## src/rtl/alu_serial_exec_if.sv

```systemverilog
// Request/response bundle of the serial ALU.
interface alu_serial_exec_if #(
  parameter int unsigned XLEN = 32
);
  logic            in_valid;
  logic            in_ready;
  logic [3:0]      alu_control;
  logic [XLEN-1:0] operand_a;
  logic [XLEN-1:0] operand_b;
  logic            out_valid;
  logic            out_ready;
  logic [XLEN-1:0] result;
  logic            zero;
  logic            illegal;

  modport master (
    output in_valid, alu_control, operand_a, operand_b, out_ready,
    input  in_ready, out_valid, result, zero, illegal
  );

  modport slave (
    input  in_valid, alu_control, operand_a, operand_b, out_ready,
    output in_ready, out_valid, result, zero, illegal
  );
endinterface

```

## src/rtl/alu_serial_exec.sv

```systemverilog
// Digit-serial execute unit: AND/OR/ADD/SUB/SLT over XLEN/DIGIT_W cycles, LSB first.
module alu_serial_exec #(
  parameter int unsigned XLEN    = 32,
  parameter int unsigned DIGIT_W = 8
) (
  input logic               clk,
  input logic               rst_n,
  alu_serial_exec_if.slave  bus
);
  localparam int unsigned N     = XLEN / DIGIT_W;
  localparam int unsigned CNT_W = (N > 1) ? $clog2(N) : 1;
  localparam logic [CNT_W-1:0] LAST = CNT_W'(N - 1);

  localparam logic [3:0] OP_AND = 4'b0000;
  localparam logic [3:0] OP_OR  = 4'b0001;
  localparam logic [3:0] OP_ADD = 4'b0010;
  localparam logic [3:0] OP_SUB = 4'b0110;
  localparam logic [3:0] OP_SLT = 4'b0111;
  localparam logic [3:0] OP_NOP = 4'b1111;

  typedef enum logic [1:0] {
    IDLE = 2'd0,
    BUSY = 2'd1,
    DONE = 2'd2
  } state_t;

  state_t            state_q, state_d;
  logic [3:0]        op_q, op_d;
  logic [XLEN-1:0]   a_q, a_d;
  logic [XLEN-1:0]   b_q, b_d;
  logic [XLEN-1:0]   result_q, result_d;
  logic              carry_q, carry_d;
  logic [CNT_W-1:0]  cnt_q, cnt_d;
  logic              illegal_q, illegal_d;

  int unsigned       lsb;
  logic [DIGIT_W-1:0] a_dig, b_dig, b_eff;
  logic [DIGIT_W:0]   sum;
  logic               is_sub;
  logic               ovf;
  logic               lt;

  // State and datapath registers.
  always_ff @(posedge clk or negedge rst_n) begin
    if (!rst_n) begin
      state_q   <= IDLE;
      op_q      <= '0;
      a_q       <= '0;
      b_q       <= '0;
      result_q  <= '0;
      carry_q   <= 1'b0;
      cnt_q     <= '0;
      illegal_q <= 1'b0;
    end else begin
      state_q   <= state_d;
      op_q      <= op_d;
      a_q       <= a_d;
      b_q       <= b_d;
      result_q  <= result_d;
      carry_q   <= carry_d;
      cnt_q     <= cnt_d;
      illegal_q <= illegal_d;
    end
  end

  // Next-state, digit datapath and result update.
  always_comb begin
    state_d   = state_q;
    op_d      = op_q;
    a_d       = a_q;
    b_d       = b_q;
    result_d  = result_q;
    carry_d   = carry_q;
    cnt_d     = cnt_q;
    illegal_d = illegal_q;

    lsb    = 32'(cnt_q) * DIGIT_W;
    a_dig  = a_q[lsb +: DIGIT_W];
    b_dig  = b_q[lsb +: DIGIT_W];
    is_sub = (op_q == OP_SUB) || (op_q == OP_SLT);
    b_eff  = is_sub ? ~b_dig : b_dig;
    sum    = {1'b0, a_dig} + {1'b0, b_eff} + {{DIGIT_W{1'b0}}, carry_q};
    // On the final digit sum[DIGIT_W-1] is the MSB of a-b.
    ovf    = (a_q[XLEN-1] != b_q[XLEN-1]) && (sum[DIGIT_W-1] != a_q[XLEN-1]);
    lt     = sum[DIGIT_W-1] ^ ovf;

    unique case (state_q)
      IDLE: begin
        if (bus.in_valid) begin
          op_d      = bus.alu_control;
          a_d       = bus.operand_a;
          b_d       = bus.operand_b;
          cnt_d     = '0;
          carry_d   = (bus.alu_control == OP_SUB) || (bus.alu_control == OP_SLT);
          illegal_d = 1'b0;
          case (bus.alu_control)
            OP_AND, OP_OR, OP_ADD, OP_SUB, OP_SLT: state_d = BUSY;
            OP_NOP: begin
              state_d  = DONE;
              result_d = '0;
            end
            default: begin
              state_d   = DONE;
              result_d  = '0;
              illegal_d = 1'b1;
            end
          endcase
        end
      end
      BUSY: begin
        case (op_q)
          OP_AND:  result_d[lsb +: DIGIT_W] = a_dig & b_dig;
          OP_OR:   result_d[lsb +: DIGIT_W] = a_dig | b_dig;
          default: result_d[lsb +: DIGIT_W] = sum[DIGIT_W-1:0];
        endcase
        carry_d = sum[DIGIT_W];
        cnt_d   = cnt_q + CNT_W'(1);
        if (cnt_q == LAST) begin
          state_d = DONE;
          cnt_d   = '0;
          if (op_q == OP_SLT) begin
            result_d    = '0;
            result_d[0] = lt;
          end
        end
      end
      DONE: begin
        if (bus.out_ready) state_d = IDLE;
      end
      default: state_d = IDLE;
    endcase
  end

  assign bus.in_ready  = (state_q == IDLE);
  assign bus.out_valid = (state_q == DONE);
  assign bus.result    = result_q;
  assign bus.zero      = (result_q == '0);
  assign bus.illegal   = illegal_q;
endmodule

```

## src/flat_wrapper.sv

```systemverilog
// flat-port wrapper written by rule: the top's interface ports become plain ports
module alu_serial_exec_flat 
#(
  parameter int unsigned XLEN    = 32,
  parameter int unsigned DIGIT_W = 8
)
  (clk, rst_n, bus_in_valid, bus_alu_control, bus_operand_a, bus_operand_b, bus_out_ready, bus_in_ready, bus_out_valid, bus_result, bus_zero, bus_illegal);
  alu_serial_exec_if #(.XLEN(XLEN)) bus_i ();
  input logic clk;
  input logic rst_n;
  input wire logic [$bits(bus_i.in_valid)-1:0] bus_in_valid;
  input wire logic [$bits(bus_i.alu_control)-1:0] bus_alu_control;
  input wire logic [$bits(bus_i.operand_a)-1:0] bus_operand_a;
  input wire logic [$bits(bus_i.operand_b)-1:0] bus_operand_b;
  input wire logic [$bits(bus_i.out_ready)-1:0] bus_out_ready;
  output wire logic [$bits(bus_i.in_ready)-1:0] bus_in_ready;
  output wire logic [$bits(bus_i.out_valid)-1:0] bus_out_valid;
  output wire logic [$bits(bus_i.result)-1:0] bus_result;
  output wire logic [$bits(bus_i.zero)-1:0] bus_zero;
  output wire logic [$bits(bus_i.illegal)-1:0] bus_illegal;
  assign bus_i.in_valid = bus_in_valid;
  assign bus_i.alu_control = bus_alu_control;
  assign bus_i.operand_a = bus_operand_a;
  assign bus_i.operand_b = bus_operand_b;
  assign bus_i.out_ready = bus_out_ready;
  assign bus_in_ready = bus_i.in_ready;
  assign bus_out_valid = bus_i.out_valid;
  assign bus_result = bus_i.result;
  assign bus_zero = bus_i.zero;
  assign bus_illegal = bus_i.illegal;
  alu_serial_exec #(.XLEN(XLEN), .DIGIT_W(DIGIT_W)) u_core (.clk(clk), .rst_n(rst_n), .bus(bus_i));
endmodule
```

## config.mk

```make
export PLATFORM = sky130hd
export DESIGN_NAME = alu_serial_exec_flat
export DESIGN_NICKNAME = d
export VERILOG_FILES = /design/src/rtl/alu_serial_exec_if.sv /design/src/rtl/alu_serial_exec.sv /design/src/flat_wrapper.sv
export SDC_FILE = /design/constraint.sdc
export NUM_CORES = 1
export LEC_CHECK = 0
export BUFFER_PORTS_ARGS = -buffer_cell sky130_fd_sc_hd__buf_2
export CAP_MARGIN = 30
export CORE_MARGIN = 2
export CORE_UTILIZATION = 50
export DETAILED_ROUTE_END_ITERATION = 6
export GPL_TIMING_DRIVEN = 0
export HOLD_SLACK_MARGIN = 0.15
export PLACE_DENSITY = 0.71
export SLEW_MARGIN = 20
export SYNTH_ARGS = -nofsm -noshare
export SYNTH_HDL_FRONTEND = slang
export SYNTH_SLANG_ARGS = --single-unit
```

## constraint.sdc

```tcl
create_clock -name clk -period 4.6 [get_ports clk]
set_clock_uncertainty 0.2 [all_clocks]
set_input_delay 0.92 -clock clk [delete_from_list [all_inputs] [get_ports clk]]
set_output_delay 0.92 -clock clk [all_outputs]
set_load 0.01 [all_outputs]
```

======== Yosys cells after proc, flatten, opt, wreduce, memory -nomap -nowiden ========
Index checks and enable logic that the tools add are counted.
cells by class
  add/subtract/negate cells ............... 4
  $mul .................................... 0
  div/mod/pow operators ................... 0
  $lt $le $gt $ge ......................... 0
  equality and inequality tests ........... 17
  shifts and indexed selects .............. 6
  muxes and demuxes ....................... 21
  bitwise logic cells ..................... 4
  reductions and logical operators ........ 14
operators by type and width
  operator                                                                 count
  32-bit 2-to-1 mux                                                        4
  32-bit case mux with 2 select lines                                      2
  8-bit by 34-bit indexed part select with 32-bit output                   3
  32-bit bitwise mux                                                       3
  32-bit by 6-bit indexed part select with 8-bit output                    2
  5-bit negator with 34-bit output                                         1
  8-bit by 34-bit variable shift with 32-bit output, first input constant  1
  32-bit zero test                                                         1
  4-bit by 3-bit equality test with 1-bit output, second input constant    4
  2-bit 2-to-1 mux                                                         6
  8-bit by 8-bit adder with 9-bit output                                   1
  9-bit by 1-bit adder with 9-bit output                                   1
  8-bit AND                                                                1
  4-bit by 1-bit equality test with 1-bit output, second input constant    2
  4-bit zero test                                                          2
  8-bit 2-to-1 mux                                                         1
  8-bit NOT                                                                1
  8-bit bitwise OR                                                         1
  2-bit inequality test, second input constant                             3
  2-bit case mux with 3 select lines                                       1
  3-bit AND reduction                                                      2
  6-bit OR reduction                                                       1
  5-bit OR reduction                                                       1
  2-bit equality test, second input constant                               2
  15 further kinds                                                         19
storage, ports and cells
  register bits ........................... 106
  bits in latches ......................... 0
  bits in writable memories ............... 0
  ROM bits ................................ 0
  input port bits ......................... 72
  output and inout bits ................... 36
  word-level logic and storage cells ...... 74
  memories ................................ 0

======== Logic depth before layout (Yosys ltp) ========
  word-level depth ........................ 11
  gate-level depth with buffers ........... 11
  mapped depth without buffers ............ 9

======== Least setup slack after synthesis ========
No wires, ideal clock.
  kind .................................... reg-to-reg
  from .................................... register u_core.cnt_q[0]
  to ...................................... register u_core.result_q[14] (netlist: u_core.bus.result[14])
  setup time .............................. 0.131 ns
  arrival time ............................ 2.976 ns
  required time ........................... 4.269 ns
  setup slack ............................. 1.293 ns
  cell stages (with the launch flop) ...... 11
  buffers on the path ..................... 1
  period minus slack after synthesis ...... 3.307 ns
  cell sequence ........................... dfrtp_1 buf_6 mux4_2 xor2_1 fa_1 fa_1 nor2b_1 o2111ai_1 and4_1 nor3_2 o21ai_0
between the ends
  cells in the longest elaborated chain, start to end .. 11
  elaborated cells on any way between the ends .. 21
  those cells by class .................... add/sub: 3; eq/ne: 1; shift: 6; mux: 8; bitwise: 3
ends and longest elaborated chain
  item                                                    line                    text
  start: declaration                                      alu_serial_exec.sv:33   logic [CNT_W-1:0] cnt_q, cnt_d;
  start signal: assignment                                alu_serial_exec.sv:61   cnt_q <= cnt_d;
  32-bit by 6-bit indexed part select with 8-bit output   alu_serial_exec.sv:79   b_dig = b_q[lsb +: DIGIT_W];
  8-bit NOT                                               alu_serial_exec.sv:81   b_eff = is_sub ? ~b_dig : b_dig;
  8-bit 2-to-1 mux                                        alu_serial_exec.sv:81
  8-bit by 8-bit adder with 9-bit output                  alu_serial_exec.sv:82   sum = {1'b0, a_dig} + {1'b0, b_eff} + {{DIGIT_W{1'b0}}, carry_q};
  9-bit by 1-bit adder with 9-bit output                  alu_serial_exec.sv:82
  8-bit by 34-bit indexed part select with 32-bit output  alu_serial_exec.sv:114  default: result_d[lsb +: DIGIT_W] = sum[DIGIT_W-1:0];
  32-bit bitwise mux                                      alu_serial_exec.sv:114
  32-bit case mux with 2 select lines                     alu_serial_exec.sv:111  case (op_q)
  32-bit 2-to-1 mux                                       alu_serial_exec.sv:121  if (op_q == OP_SLT) begin
  32-bit 2-to-1 mux *                                     alu_serial_exec.sv:118  if (cnt_q == LAST) begin
  32-bit case mux with 2 select lines *                   alu_serial_exec.sv:87   unique case (state_q)
  end signal: assignment                                  alu_serial_exec.sv:59   result_q <= result_d;
  end: declaration                                        alu_serial_exec.sv:31   logic [XLEN-1:0] result_q, result_d;
Every way passes the cells marked *; elsewhere a longest branch is shown, timed or not.
A chain may end at the register's enable or synchronous reset.

======== Worst setup path after layout ========
  from .................................... register u_core.cnt_q[1]
  to ...................................... register u_core.result_q[5] (netlist: u_core.bus.result[5])
Same word-level chain as after synthesis.

==> run metrics <==
max frequency=250 MHz; synth unique cells=59; Layout Area Growth over Synthesis=17.6%; Max-slew headroom=40.8%; Max Slew Vio Count=0; largest area contributor in the synthesized netlist=dfrtp_1; post_cts resized=0; fin util=60.5%; DIE HEIGHT=107 um; Power, Total=4680 uW; PwrDens=749 nW/um2; Initial Util=51.5%; Synth Flop Type=dfrtp_1; Layout Nets=766; Yosys reg bits=106; most frequent cell after synthesis=nand2_1; Critical Path RT=4720 ps; setup TNS=0 ps; synth cell count leaders=nand2_1 (235), dfrtp_1 (106), o21ai_0 (20); Total Wirelength=13.6 mm; clock-pin slew of the registers on the worst-case setup and hold paths=110 ps; Worst VDD drop=0.336 mV; number of global-route vias before repair=4375; average vias per placed instance=5.51; IO Port Bufs=107; WHS=249 ps; core area=10300 um2; FF-to-FF setup slack=600 ps; final hold violations=0; gpl congestion=0.867; Synth top area share=49.9%; CP startpoint kind=flop; htree depth=3; largest net degree at the start of global routing=68; Max-Cap Viols=0; Sink Count=106; total CTS buffers=9; worst-margin pin slew=881 ps; first-pass GRT wire length=21.9 mm; synthesized cell area=5320 um2; Hold-fix buffers, CTS=0; Routed Antenna Nets=0; Tot GR Track Use=24.9%; antenna violations before repair=0; detailed-route via count=4522; DRT Pass-1 Iters=5; setup violators final=0; Synth Instances=559; CTS tree=built; EDFF count, synth=0; CP Launch Point=u_core.cnt_q[1]; post-DP HPWL=10.2 mm; diode count=0; crit path DAT=4120 ps; Final min period=4000 ps; Die ar.=11500 um2; Root Driver=clkbuf_8; worst skew pair latency=380 ps; asr flop ratio synth=100%; Pleak=0.00320 uW; gr ovfl total=0; Place WS=591 ps; fin worst setup slack=600 ps; Worst setup EP type=flop; Die Width=107 um; RR Startpoint=u_core.cnt_q[1]; IO Pins=108; crit-path max FO=10; CTS max path bufs=2; worst reg2reg path depth=11; FP Rows=37; syn avg cell area=9.51 um2; post-CTS setup buffers=0; path type of the worst setup path=flop to flop; Synth area leaders=dfrtp_1 (50%), nand2_1 (17%), mux4_2 (6.4%); fraction of layout cells with a size suffix above 1=22.5%; wire length per cell=16.6 um; period utilization=87.0%; Remaining DRCs=0; syn_nets=646; RSZ-0062 raised after global routing=no; Ys Warns=0; Seq/Total Area, Yosys=49.9%; Hold Crit Class=primary input to async pin; Detailed Route Iter0 Violations=186; worst r2r dst=u_core.bus.result[5]; status=finished, final reports clean
==> metrics by stage <==
stage	instances	cell area, um2
finish	820	6250
CTS	819	6240
global placement	802	6020
detailed placement	803	6050
global route	820	6250
floorplan	559	5320
==> metal layers <==
layer / vias up / global-route usage (%) / routed length (um)
met1: 2195 / 34.1 / 6000
li1: 2139 / - / -
met2: 166 / 41.1 / 6540
met4: 0 / 8.81 / 297
met5: - / 0 / 0
met3: 22 / 3.04 / 776
==> worst max path at each step <==
stage                                  to  slack (ps)  cells after the start
detailed placement  u_core.bus.result[13]         590                     10
global route        u_core.bus.result[13]         470                     11
finish               u_core.bus.result[5]         600                     11
global placement     u_core.bus.result[5]         670                     10
CTS                 u_core.bus.result[29]         580                     10
floorplan           u_core.bus.result[14]        1290                     10
==> kinds of logic after synthesis <==
kind of cell / share of synthesized area (%)
AOI/OAI and AO/OA: 10.6
xor gates and xnor gates: 1.65
adders and majority gates: 4.59
buffers and inverters: 2.64
DFF: 49.9
muxes: 7.23
and+or+nand+nor: 23.4
==> cells in the final DEF, fill, tap and decap left out, types with 3 or more instances in the layout <==
master / netlist / layout
maj3_1: 3 / 3
nor4_1: 8 / 8
nand2_1: 235 / 235
mux4_2: 15 / 15
o21ai_0: 20 / 20
nand2b_1: 5 / 5
o22ai_1: 3 / 3
o211ai_1: 6 / 6
clkbuf_1: 16 / 18
buf_2: 4 / 110
dfrtp_1: 106 / 106
nor2b_1: 10 / 10
o31ai_1: 6 / 6
nor2_1: 11 / 11
a32o_1: 4 / 4
o21a_1: 3 / 3
or2_2: 3 / 3
ha_1: 13 / 13
xnor2_1: 9 / 9
nor3_1: 4 / 4
clkbuf_8: 0 / 11
a22o_1: 13 / 13
a21oi_1: 7 / 7
inv_1: 10 / 10
==> final cells by class <==
class | count | area [um2]
multi-input cells | 420 | 2530
flip-flops and latches | 106 | 2650
plain buffers | 23 | 103
fillers | 905 | 4070
repair buffers | 109 | 574
inverters | 10 | 37.5
clock buffers | 13 | 159
clock inverters | 3 | 23.8
well taps | 136 | 170
==> power by group <==
group	internal, uW	total, uW	switching [uW]
Clock	229	547	318
Sequential	1260	1480	217
Combinational	1070	2660	1580
Total	2560	4680	2120
==> critical path, cell delays in order (launching register included) <==
cell	delay [ps]
dfrtp_1	420
buf_2	280
buf_2	340
mux4_2	440
xnor2_1	240
ha_1	260
nor2b_1	150
o31ai_1	360
a21boi_0	150
o32ai_1	730
clkbuf_2	260
a22o_1	130
==> sequential cells by signal, indices dropped and copies added, names as in the netlist <==
name	cells
u_core.bus.illegal	1
u_core.carry_q	1
u_core.op_q	4
u_core.cnt_q	2
u_core.state_q	2
u_core.a_q	32
u_core.b_q	32
u_core.bus.result	32
No activity file was read; power rests on OpenSTA's default activity.
